<file path="config.mk">
export PLATFORM = sky130hd
export DESIGN_NAME = ram_port_master
export DESIGN_NICKNAME = d
export VERILOG_FILES = /design/src/rtl/ram_port_pkg.sv /design/src/rtl/ram_port_master_sat_counter.sv /design/src/rtl/ram_port_master.sv
export SDC_FILE = /design/constraint.sdc
export NUM_CORES = 1
export LEC_CHECK = 0
export ABC_CLOCK_PERIOD_IN_PS = 6780
export CORE_MARGIN = 2
export CORE_UTILIZATION = 30
export DETAILED_ROUTE_END_ITERATION = 8
export PLACE_DENSITY = 0.62
export SYNTH_ARGS = -nofsm -noshare
export SYNTH_HDL_FRONTEND = slang
export SYNTH_SLANG_ARGS = --single-unit
</file>
<file path="constraint.sdc">
create_clock -name clk -period 6.78 [get_ports clk]
set_input_delay 1.356 -clock clk [delete_from_list [all_inputs] [get_ports clk]]
set_output_delay 1.356 -clock clk [all_outputs]
set_load 0.05 [all_outputs]
</file>
<file path="src/rtl/ram_port_pkg.sv">
// rtl/ram_port_pkg.sv - shared state encoding and RAM timing constants for ram_port_master
// Purpose : state type and fixed RAM read latency shared by the RAM initiator files.
// Contents: state_t (3-bit FSM encoding), RAM_RD_LAT.
package ram_port_pkg;

   typedef enum logic [2:0] {
      ST_IDLE    = 3'd0,
      ST_WR      = 3'd1,
      ST_RD_ADDR = 3'd2,
      ST_RD_DATA = 3'd3,
      ST_RESP    = 3'd4
   } state_t;

   // RAM dout is registered once: address sampled at one edge, data valid the next cycle.
   localparam int RAM_RD_LAT = 1;

endpackage

</file>
<file path="src/rtl/ram_port_master_sat_counter.sv">
// rtl/ram_port_master_sat_counter.sv - saturating event counter used for access statistics
// Purpose : counts i_inc pulses, sticks at all-ones instead of wrapping.
// Ports   : clk, reset (async, active-high), i_inc (count enable), o_count (current value).
module sat_counter #(
   parameter int width = 16
) (
   input  logic             clk,
   input  logic             reset,
   input  logic             i_inc,
   output logic [width-1:0] o_count
);

   logic [width-1:0] r_count;

   always_ff @(posedge clk or posedge reset) begin
      if (reset) begin
         r_count <= '0;
      end else if (i_inc && (r_count != {width{1'b1}})) begin
         r_count <= r_count + width'(1);
      end
   end

   assign o_count = r_count;

endmodule

</file>
<file path="src/rtl/ram_port_master.sv">
// rtl/ram_port_master.sv - valid/ready request stream to single-port-pair synchronous RAM initiator
// Purpose : serialises read/write requests into RAM accesses and returns read data on a
//           valid/ready response stream; keeps read/write/statistics counters.
// Ports   : clk, reset (async, active-high)
//           req_valid/req_ready/req_write/req_addr/req_wdata : request stream
//           rsp_valid/rsp_ready/rsp_rdata                    : response stream (reads only)
//           ram_read_address/ram_write_address/ram_write/ram_din/ram_dout : RAM side
//           busy, rd_count, wr_count                         : status
module ram_port_master
   import ram_port_pkg::*;
#(
   parameter int data_width = 32,
   parameter int addr_width = 4,
   parameter int cnt_width  = 16
) (
   input  logic                  clk,
   input  logic                  reset,
   input  logic                  req_valid,
   output logic                  req_ready,
   input  logic                  req_write,
   input  logic [addr_width-1:0] req_addr,
   input  logic [data_width-1:0] req_wdata,
   output logic                  rsp_valid,
   input  logic                  rsp_ready,
   output logic [data_width-1:0] rsp_rdata,
   output logic [addr_width-1:0] ram_read_address,
   output logic [addr_width-1:0] ram_write_address,
   output logic                  ram_write,
   output logic [data_width-1:0] ram_din,
   input  logic [data_width-1:0] ram_dout,
   output logic                  busy,
   output logic [cnt_width-1:0]  rd_count,
   output logic [cnt_width-1:0]  wr_count
);

   state_t                r_state;
   state_t                w_next;
   logic                  w_req_fire;
   logic                  w_rsp_fire;
   logic                  r_rsp_valid;
   logic [data_width-1:0] r_rsp_rdata;
   logic [addr_width-1:0] r_rd_addr;
   logic [addr_width-1:0] r_wr_addr;
   logic                  r_write;
   logic [data_width-1:0] r_din;

   // Gating with reset keeps req_ready low for the whole time reset is held.
   assign req_ready  = (r_state == ST_IDLE) && !reset;
   assign busy       = (r_state != ST_IDLE);
   assign w_req_fire = req_valid && req_ready;
   assign w_rsp_fire = r_rsp_valid && rsp_ready;

   always_ff @(posedge clk or posedge reset) begin
      if (reset) begin
         r_state <= ST_IDLE;
      end else begin
         r_state <= w_next;
      end
   end

   always_comb begin
      w_next = r_state;
      case (r_state)
         ST_IDLE: begin
            if (w_req_fire) begin
               w_next = req_write ? ST_WR : ST_RD_ADDR;
            end
         end
         ST_WR:      w_next = ST_IDLE;
         ST_RD_ADDR: w_next = ST_RD_DATA;
         ST_RD_DATA: w_next = ST_RESP;
         ST_RESP: begin
            if (w_rsp_fire) begin
               w_next = ST_IDLE;
            end
         end
         default:    w_next = ST_IDLE;
      endcase
   end

   // Address/data registers load only on an accepted request so they hold
   // their last value otherwise. ram_write is high only for the WR cycle.
   always_ff @(posedge clk or posedge reset) begin
      if (reset) begin
         r_write     <= 1'b0;
         r_wr_addr   <= '0;
         r_rd_addr   <= '0;
         r_din       <= '0;
         r_rsp_valid <= 1'b0;
         r_rsp_rdata <= '0;
      end else begin
         r_write <= (r_state == ST_IDLE) && w_req_fire && req_write;
         if ((r_state == ST_IDLE) && w_req_fire) begin
            if (req_write) begin
               r_wr_addr <= req_addr;
               r_din     <= req_wdata;
            end else begin
               r_rd_addr <= req_addr;
            end
         end
         if (r_state == ST_RD_DATA) begin
            r_rsp_rdata <= ram_dout;
            r_rsp_valid <= 1'b1;
         end else if ((r_state == ST_RESP) && w_rsp_fire) begin
            r_rsp_valid <= 1'b0;
         end
      end
   end

   assign ram_write         = r_write;
   assign ram_write_address = r_wr_addr;
   assign ram_read_address  = r_rd_addr;
   assign ram_din           = r_din;
   assign rsp_valid         = r_rsp_valid;
   assign rsp_rdata         = r_rsp_rdata;

   // A write completes at the edge closing WR; a read completes when its data is captured.
   sat_counter #(.width(cnt_width)) u_wr_cnt (
      .clk     (clk),
      .reset   (reset),
      .i_inc   (r_state == ST_WR),
      .o_count (wr_count)
   );

   sat_counter #(.width(cnt_width)) u_rd_cnt (
      .clk     (clk),
      .reset   (reset),
      .i_inc   (r_state == ST_RD_DATA),
      .o_count (rd_count)
   );

endmodule

</file>
# Yosys cells after proc, flatten, opt, wreduce, memory -nomap -nowiden
# Index checks and enable logic that the tools add are counted.
# op_classes
eq_ne	8
n_mux	6
n_reduce_logical	15
bitwise	1
add_sub_neg	2
# ops
operator	n
$add A16 B1 Y16 const B	2
$ne A16 B16 Y1 const B	2
$pmux W3 S4	1
$logic_and A1 B1 Y1	8
$eq A3 B2 Y1 const B	2
$mux W3	2
$reduce_and A2 Y1	3
$ne A2 B2 Y1 const B	2
$eq A3 B1 Y1 const B	1
$eq A3 B3 Y1 const B	1
$logic_not A3 Y1	1
$reduce_bool A3 Y1	1
$mux W1	2
$mux W2	1
$reduce_bool A2 Y1	1
$logic_not A1 Y1	1
$not A1 Y1	1
# word_totals
in_bits	73
output_inout_bits	108
regBits	109
word_cells	41

# Depth between registers and ports, before layout
# depth
word_depth	5
ltp_mapped	6
mapped_depth_nobuf	5

# Hierarchy
# Synthesis repeated with hierarchy kept, for this count alone.
# unflattened
cells_unflattened	321
area_unflattened_um2	4699.5
# modules_own_cells
mod	area_each_um2	cells_each	instances	seq_area_each_um2
ram_port_master	3088.0	179	1	1926.8
sat_counter	805.8	71	2	400.4

# Worst setup path after synthesis
# No wires, ideal clock.
# synth_path
kind	input to register
from	in reset
to	reg r_din[10] (netlist: ram_din[10])
arrival_time_ps	5088
path_stages	5
n_path_buf	1
required_ps	6655
setup_time_ps	125
setup_slack_ps	1567
path_cell_list	inv_1 > nand3_1 > nor2_1 > buf_2 > mux2_2
# synth_via
elab_chain_cells	5
# synth_lines
element	line	rtl
start, declared	ram_port_master.sv:17	input logic reset,
$logic_not A1 Y1 (no source line)	--	
$logic_and A1 B1 Y1	ram_port_master.sv:48	assign req_ready = (r_state == ST_IDLE) && !reset;
$logic_and A1 B1 Y1	ram_port_master.sv:50	assign w_req_fire = req_valid && req_ready;
$logic_and A1 B1 Y1	ram_port_master.sv:93	if ((r_state == ST_IDLE) && w_req_fire) begin
$reduce_and A2 Y1 (no source line)	--	
end signal, assigned	ram_port_master.sv:96	r_din <= req_wdata;
end, declared	ram_port_master.sv:45	logic [data_width-1:0] r_din;
# No other way between the ends.
# A chain may end at the register's enable or synchronous reset.

# Final worst setup path
# layout_path
from	in reset
to	out req_ready
# layout_via
elab_chain_cells	2
# layout_lines
element	line	rtl
$logic_not A1 Y1 (no source line)	--	
$logic_and A1 B1 Y1	ram_port_master.sv:48	
end, declared	ram_port_master.sv:19	output logic req_ready,
# No other way between the ends.

==> out/metrics.sh <==
CP_CAPTURE_TYPE='output port'
TIMING_HOLD_VIOLATIONS_FINAL=0
SYNTHESIZED_AREA_DIVIDED_BY_SYNTHESIZED_CELL_COUNT_UM2=11.3
CELLLEAKAGEPOWER_nW=2.98
REG2REG_DEPTH=4
P_SW_SHARE_PCT=46.1
MAXIMUM_NUMBER_OF_PINS_ON_ONE_NET_BEFORE_GLOBAL_ROUTE_REPAIR=72
CRIT-REG2REG-CAPTURE='u_rd_cnt.o_count[9]$_DFFE_PP0P_'
WORST_IR_DROP_VDD_mV=0.339
SEQ_AREA_FRAC_SYNTH_PCT=60.7
LAUNCHING_ELEMENT_TYPE_OF_THE_CRITICAL_PATH='input pin'
WORST_CLOCK_SKEW_NS=0.00420
TOTALNEGATIVESETUPSLACK_NS=0
WORST_HOLD_SLACK_NS=0.471
FP.DIEAREA_UM2=16000
IO_BUFFER_COUNT=180
DRIVE_ABOVE_1_SHARE_PCT=11.4
FIRST_GLOBAL_VIAS=3657
CLOCK_TREE.HTREE_LEVEL_COUNT=3
RUN_STATUS='finished clean'
ASYNC_FLOP_SHARE_PCT=100
TIMING.FMAX_GHz=0.243
DETAIL_ROUTE.FIRST_PASS.ITERATIONS=4
DRT_ITER0_MARKERS=214
CRITICALPATHCATEGORY='in -> out'
DETAILED_PLACE_HPWL_MM=8.40
SEQ_PWR_SHARE_PCT=31.1
SYNTH_FF_TYPE='sky130_fd_sc_hd__dfrtp_1'
VIASPERCELL=4.68
TIMING.CRITICAL_PATH.TO='req_ready'
CTS.REPAIR.RESIZED=0
RELSLEWSLACK_PCT=17.7
ROUTABILITY_CONGESTION_ESTIMATE=0.783
CLOCK_POWER_SHARE_PCT=16.4
CLOCK_BUFFERS_CREATED_BY_TRITONCTS=9
SYNTH_TOP_AREA_SHARE_PCT=60.7
REMAINING_DRC_ERRORS=0
I_O_PINS=181
ANT_NETS=0
POWER_DENSITY_nW_PER_UM2=509
REG2REG_FROM='r_state[2]$_DFFE_PP0P_'
CRIT_FANOUT=2
GRT_UTIL_ALL_LAYERS_PCT=14.6
FINAL_MAX_SLEW_VIOL_COUNT=0
SYNTH_COMMONEST_CELLS='sky130_fd_sc_hd__dfrtp_1 (109), sky130_fd_sc_hd__nand2_1 (109), sky130_fd_sc_hd__mux2_2 (43)'
SETUP_REPAIR_AFTER_GLOBAL_ROUTING_MISSED_ITS_MARGIN='no'
FINALSETUPVIOLCOUNT=0
LATEST_CLOCK_ARRIVAL_WITHIN_THE_WORST_SKEW_PAIR_NS=0.34
CRITICAL_PATH_START='reset'
YOSYS_REGISTER_BITS=109
SYNTH.LIB_CELLS_USED.DISTINCT=36
REGTOREGSETUPSLACK_NS=4.28
CRITPATHREQUIREDTIME_NS=5.42
CTS_TREE='done'
SYNTHESIS.AREA_UM2=4490
CLKSINKCOUNT=109
WIRELENGTH_MM=11.4
CELL_INT_POWER_W=0.00187
YOSYSWARNINGS=0
GRT_PASS1_WL_MM=18.5
INITIAL_ANTENNA_VIOLATION_COUNT=0
NET_COUNT_AFTER_SYNTHESIS=472
DR_TOTAL_VIAS=3571
POSTCTSSETUPREPAIRBUFS=0
PERIOD_SHARE_PCT=60.6
POWER_FRAC_COMB_PCT=52.5
MAXCAPVIOLATIONS=0
SYNTH_TOP_CELL_BY_AREA='sky130_fd_sc_hd__dfrtp_1'
FINAL_NETS=649
FINAL.MIN_CLOCK_PERIOD_NS=4.11
CTSROOTBUFFERMASTER='sky130_fd_sc_hd__clkbuf_16'
LAYOUT-AREA-OVERHEAD-VS-SYNTH_PCT=51.4
CORE_AREA_UM2=14600
CRITPATHARRIVALTIME_NS=2.75
CLKSLEWWORSTSETUPHOLDPATHS_NS=0.06
INITIAL_UTILIZATION_PCT=30.8
WIRELENGTH_PER_CELL_UM=15.0
DIE_HEIGHT_UM=126
NETLIST_TOP_CELLS_AREA='sky130_fd_sc_hd__dfrtp_1 (61%), sky130_fd_sc_hd__mux2_2 (11%), sky130_fd_sc_hd__nand2_1 (9.1%), sky130_fd_sc_hd__xor2_1 (3.5%), sky130_fd_sc_hd__nand4_1 (1.7%)'
N_ANTENNA_CELL=0
SYNTH_ENABLE_FLOP_CELLS=0
CLOCK_TREE.BUFFER_DEPTH=2
POST_SYNTH_INST_COUNT=397
SWITCHING_POWER_W=0.00160
TIMING_WORST_SLEW_PIN_VALUE_NS=1.23
HOLD_BUFFERS=0
DETAILEDPLACE.WORSTSLACK_NS=2.68
ROWS=44
DIE_X_EXTENT_UM=126
HOLD_PATH.CLASS='reg -> reg'
TIMING.FINAL.WS_SETUP_NS=2.67
GLOBAL_ROUTE.OVERFLOW_TOTAL=0
==> layout make-up <==
cell class / instances / area (um^2)
tap: 184 / 230
timing repair buffer: 182 / 1820
clock buffer: 12 / 256
multi-input combinational: 266 / 1680
inverter: 6 / 25.0
sequential: 109 / 2730
clock inverter: 4 / 70.1
fill: 1325 / 7780
==> flip-flops by register name, indices dropped and copies added (netlist names) <==
register / cells
ram_read_address: 4
r_state: 3
ram_write: 1
ram_write_address: 4
u_rd_cnt.o_count: 16
ram_din: 32
rsp_rdata: 32
u_wr_cnt.o_count: 16
rsp_valid: 1
==> cells in the final DEF (no fill, tap or decap), types with 5 or more instances in the layout <==
cell,Yosys,routed
sky130_fd_sc_hd__nor3_1,14,14
sky130_fd_sc_hd__nor2_1,11,10
sky130_fd_sc_hd__inv_1,6,5
sky130_fd_sc_hd__nand2_1,109,109
sky130_fd_sc_hd__nor4_1,6,5
sky130_fd_sc_hd__mux2_2,43,43
sky130_fd_sc_hd__nand3_1,11,11
sky130_fd_sc_hd__nand4_1,12,12
sky130_fd_sc_hd__xor2_1,18,18
sky130_fd_sc_hd__dfrtp_1,109,109
sky130_fd_sc_hd__clkdlybuf4s50_1,0,180
sky130_fd_sc_hd__clkbuf_16,0,9
==> per-stage QoR <==
| stage | utilization, % | cell area, um^2 | cells | total power [W] |
|---|---|---|---|---|
| 2_1_floorplan | - | 4490 | 397 | 0.00226 |
| 4_1_cts | 46.7 | 6810 | 763 | 0.00351 |
| 3_5_place_dp | 44.4 | 6480 | 747 | 0.00292 |
| 6_report | 46.7 | 6810 | 763 | 0.00347 |
| 5_1_grt | 46.7 | 6810 | 763 | 0.00365 |
| 3_3_place_gp | 44.4 | 6480 | 747 | 0.00290 |
==> per-layer routing <==
metal,vias up,global-route usage (%),wire [um]
met2,127,23.0,5340
met4,0,5.88,277
li1,1699,-,-
met1,1725,17.6,4730
met5,-,0,0
met3,20,6.37,1090
==> cell families after synthesis <==
family / after synthesis / synth area share (%)
buffers and inverters: 22 / 2.23
flip-flops: 109 / 60.7
AND/OR/NAND/NOR: 186 / 19.6
adder cells (fa/ha/maj): 2 / 0.557
XOR/XNOR: 23 / 4.65
AO/OA/AOI/OAI: 12 / 1.50
multiplexers: 43 / 10.8
==> worst min path at each step <==
stage / from / slack (ns) / to / cells past startpoint
4_1_cts: rsp_rdata[16]$_DFFE_PP0P_ / 0.48 / rsp_rdata[16]$_DFFE_PP0P_ / 2
2_1_floorplan: r_state[2]$_DFFE_PP0P_ / 0.53 / r_state[0]$_DFFE_PP0P_ / 2
3_5_place_dp: rsp_rdata[16]$_DFFE_PP0P_ / 0.46 / rsp_rdata[16]$_DFFE_PP0P_ / 2
5_1_grt: rsp_rdata[7]$_DFFE_PP0P_ / 0.51 / rsp_rdata[7]$_DFFE_PP0P_ / 2
3_3_place_gp: rsp_rdata[31]$_DFFE_PP0P_ / 0.46 / rsp_rdata[31]$_DFFE_PP0P_ / 2
6_report: rsp_rdata[25]$_DFFE_PP0P_ / 0.47 / rsp_rdata[25]$_DFFE_PP0P_ / 2
==> worst max-delay path, stage by stage <==
cell	delay (ns)
sky130_fd_sc_hd__clkdlybuf4s50_1	0.46
sky130_fd_sc_hd__nor2_1	0.13
sky130_fd_sc_hd__clkdlybuf4s50_1	0.81
==> power groups by stage <==
stage,logic [W],clock network (W),registers (W)
after floorplan,0.000353,0,0.00191
after global placement,0.00181,0,0.00108
after detailed placement,0.00183,0,0.00109
after CTS,0.00184,0.000590,0.00108
after global routing,0.00191,0.000620,0.00112
final,0.00182,0.000569,0.00108
Power figures use the tool's default switching activity.
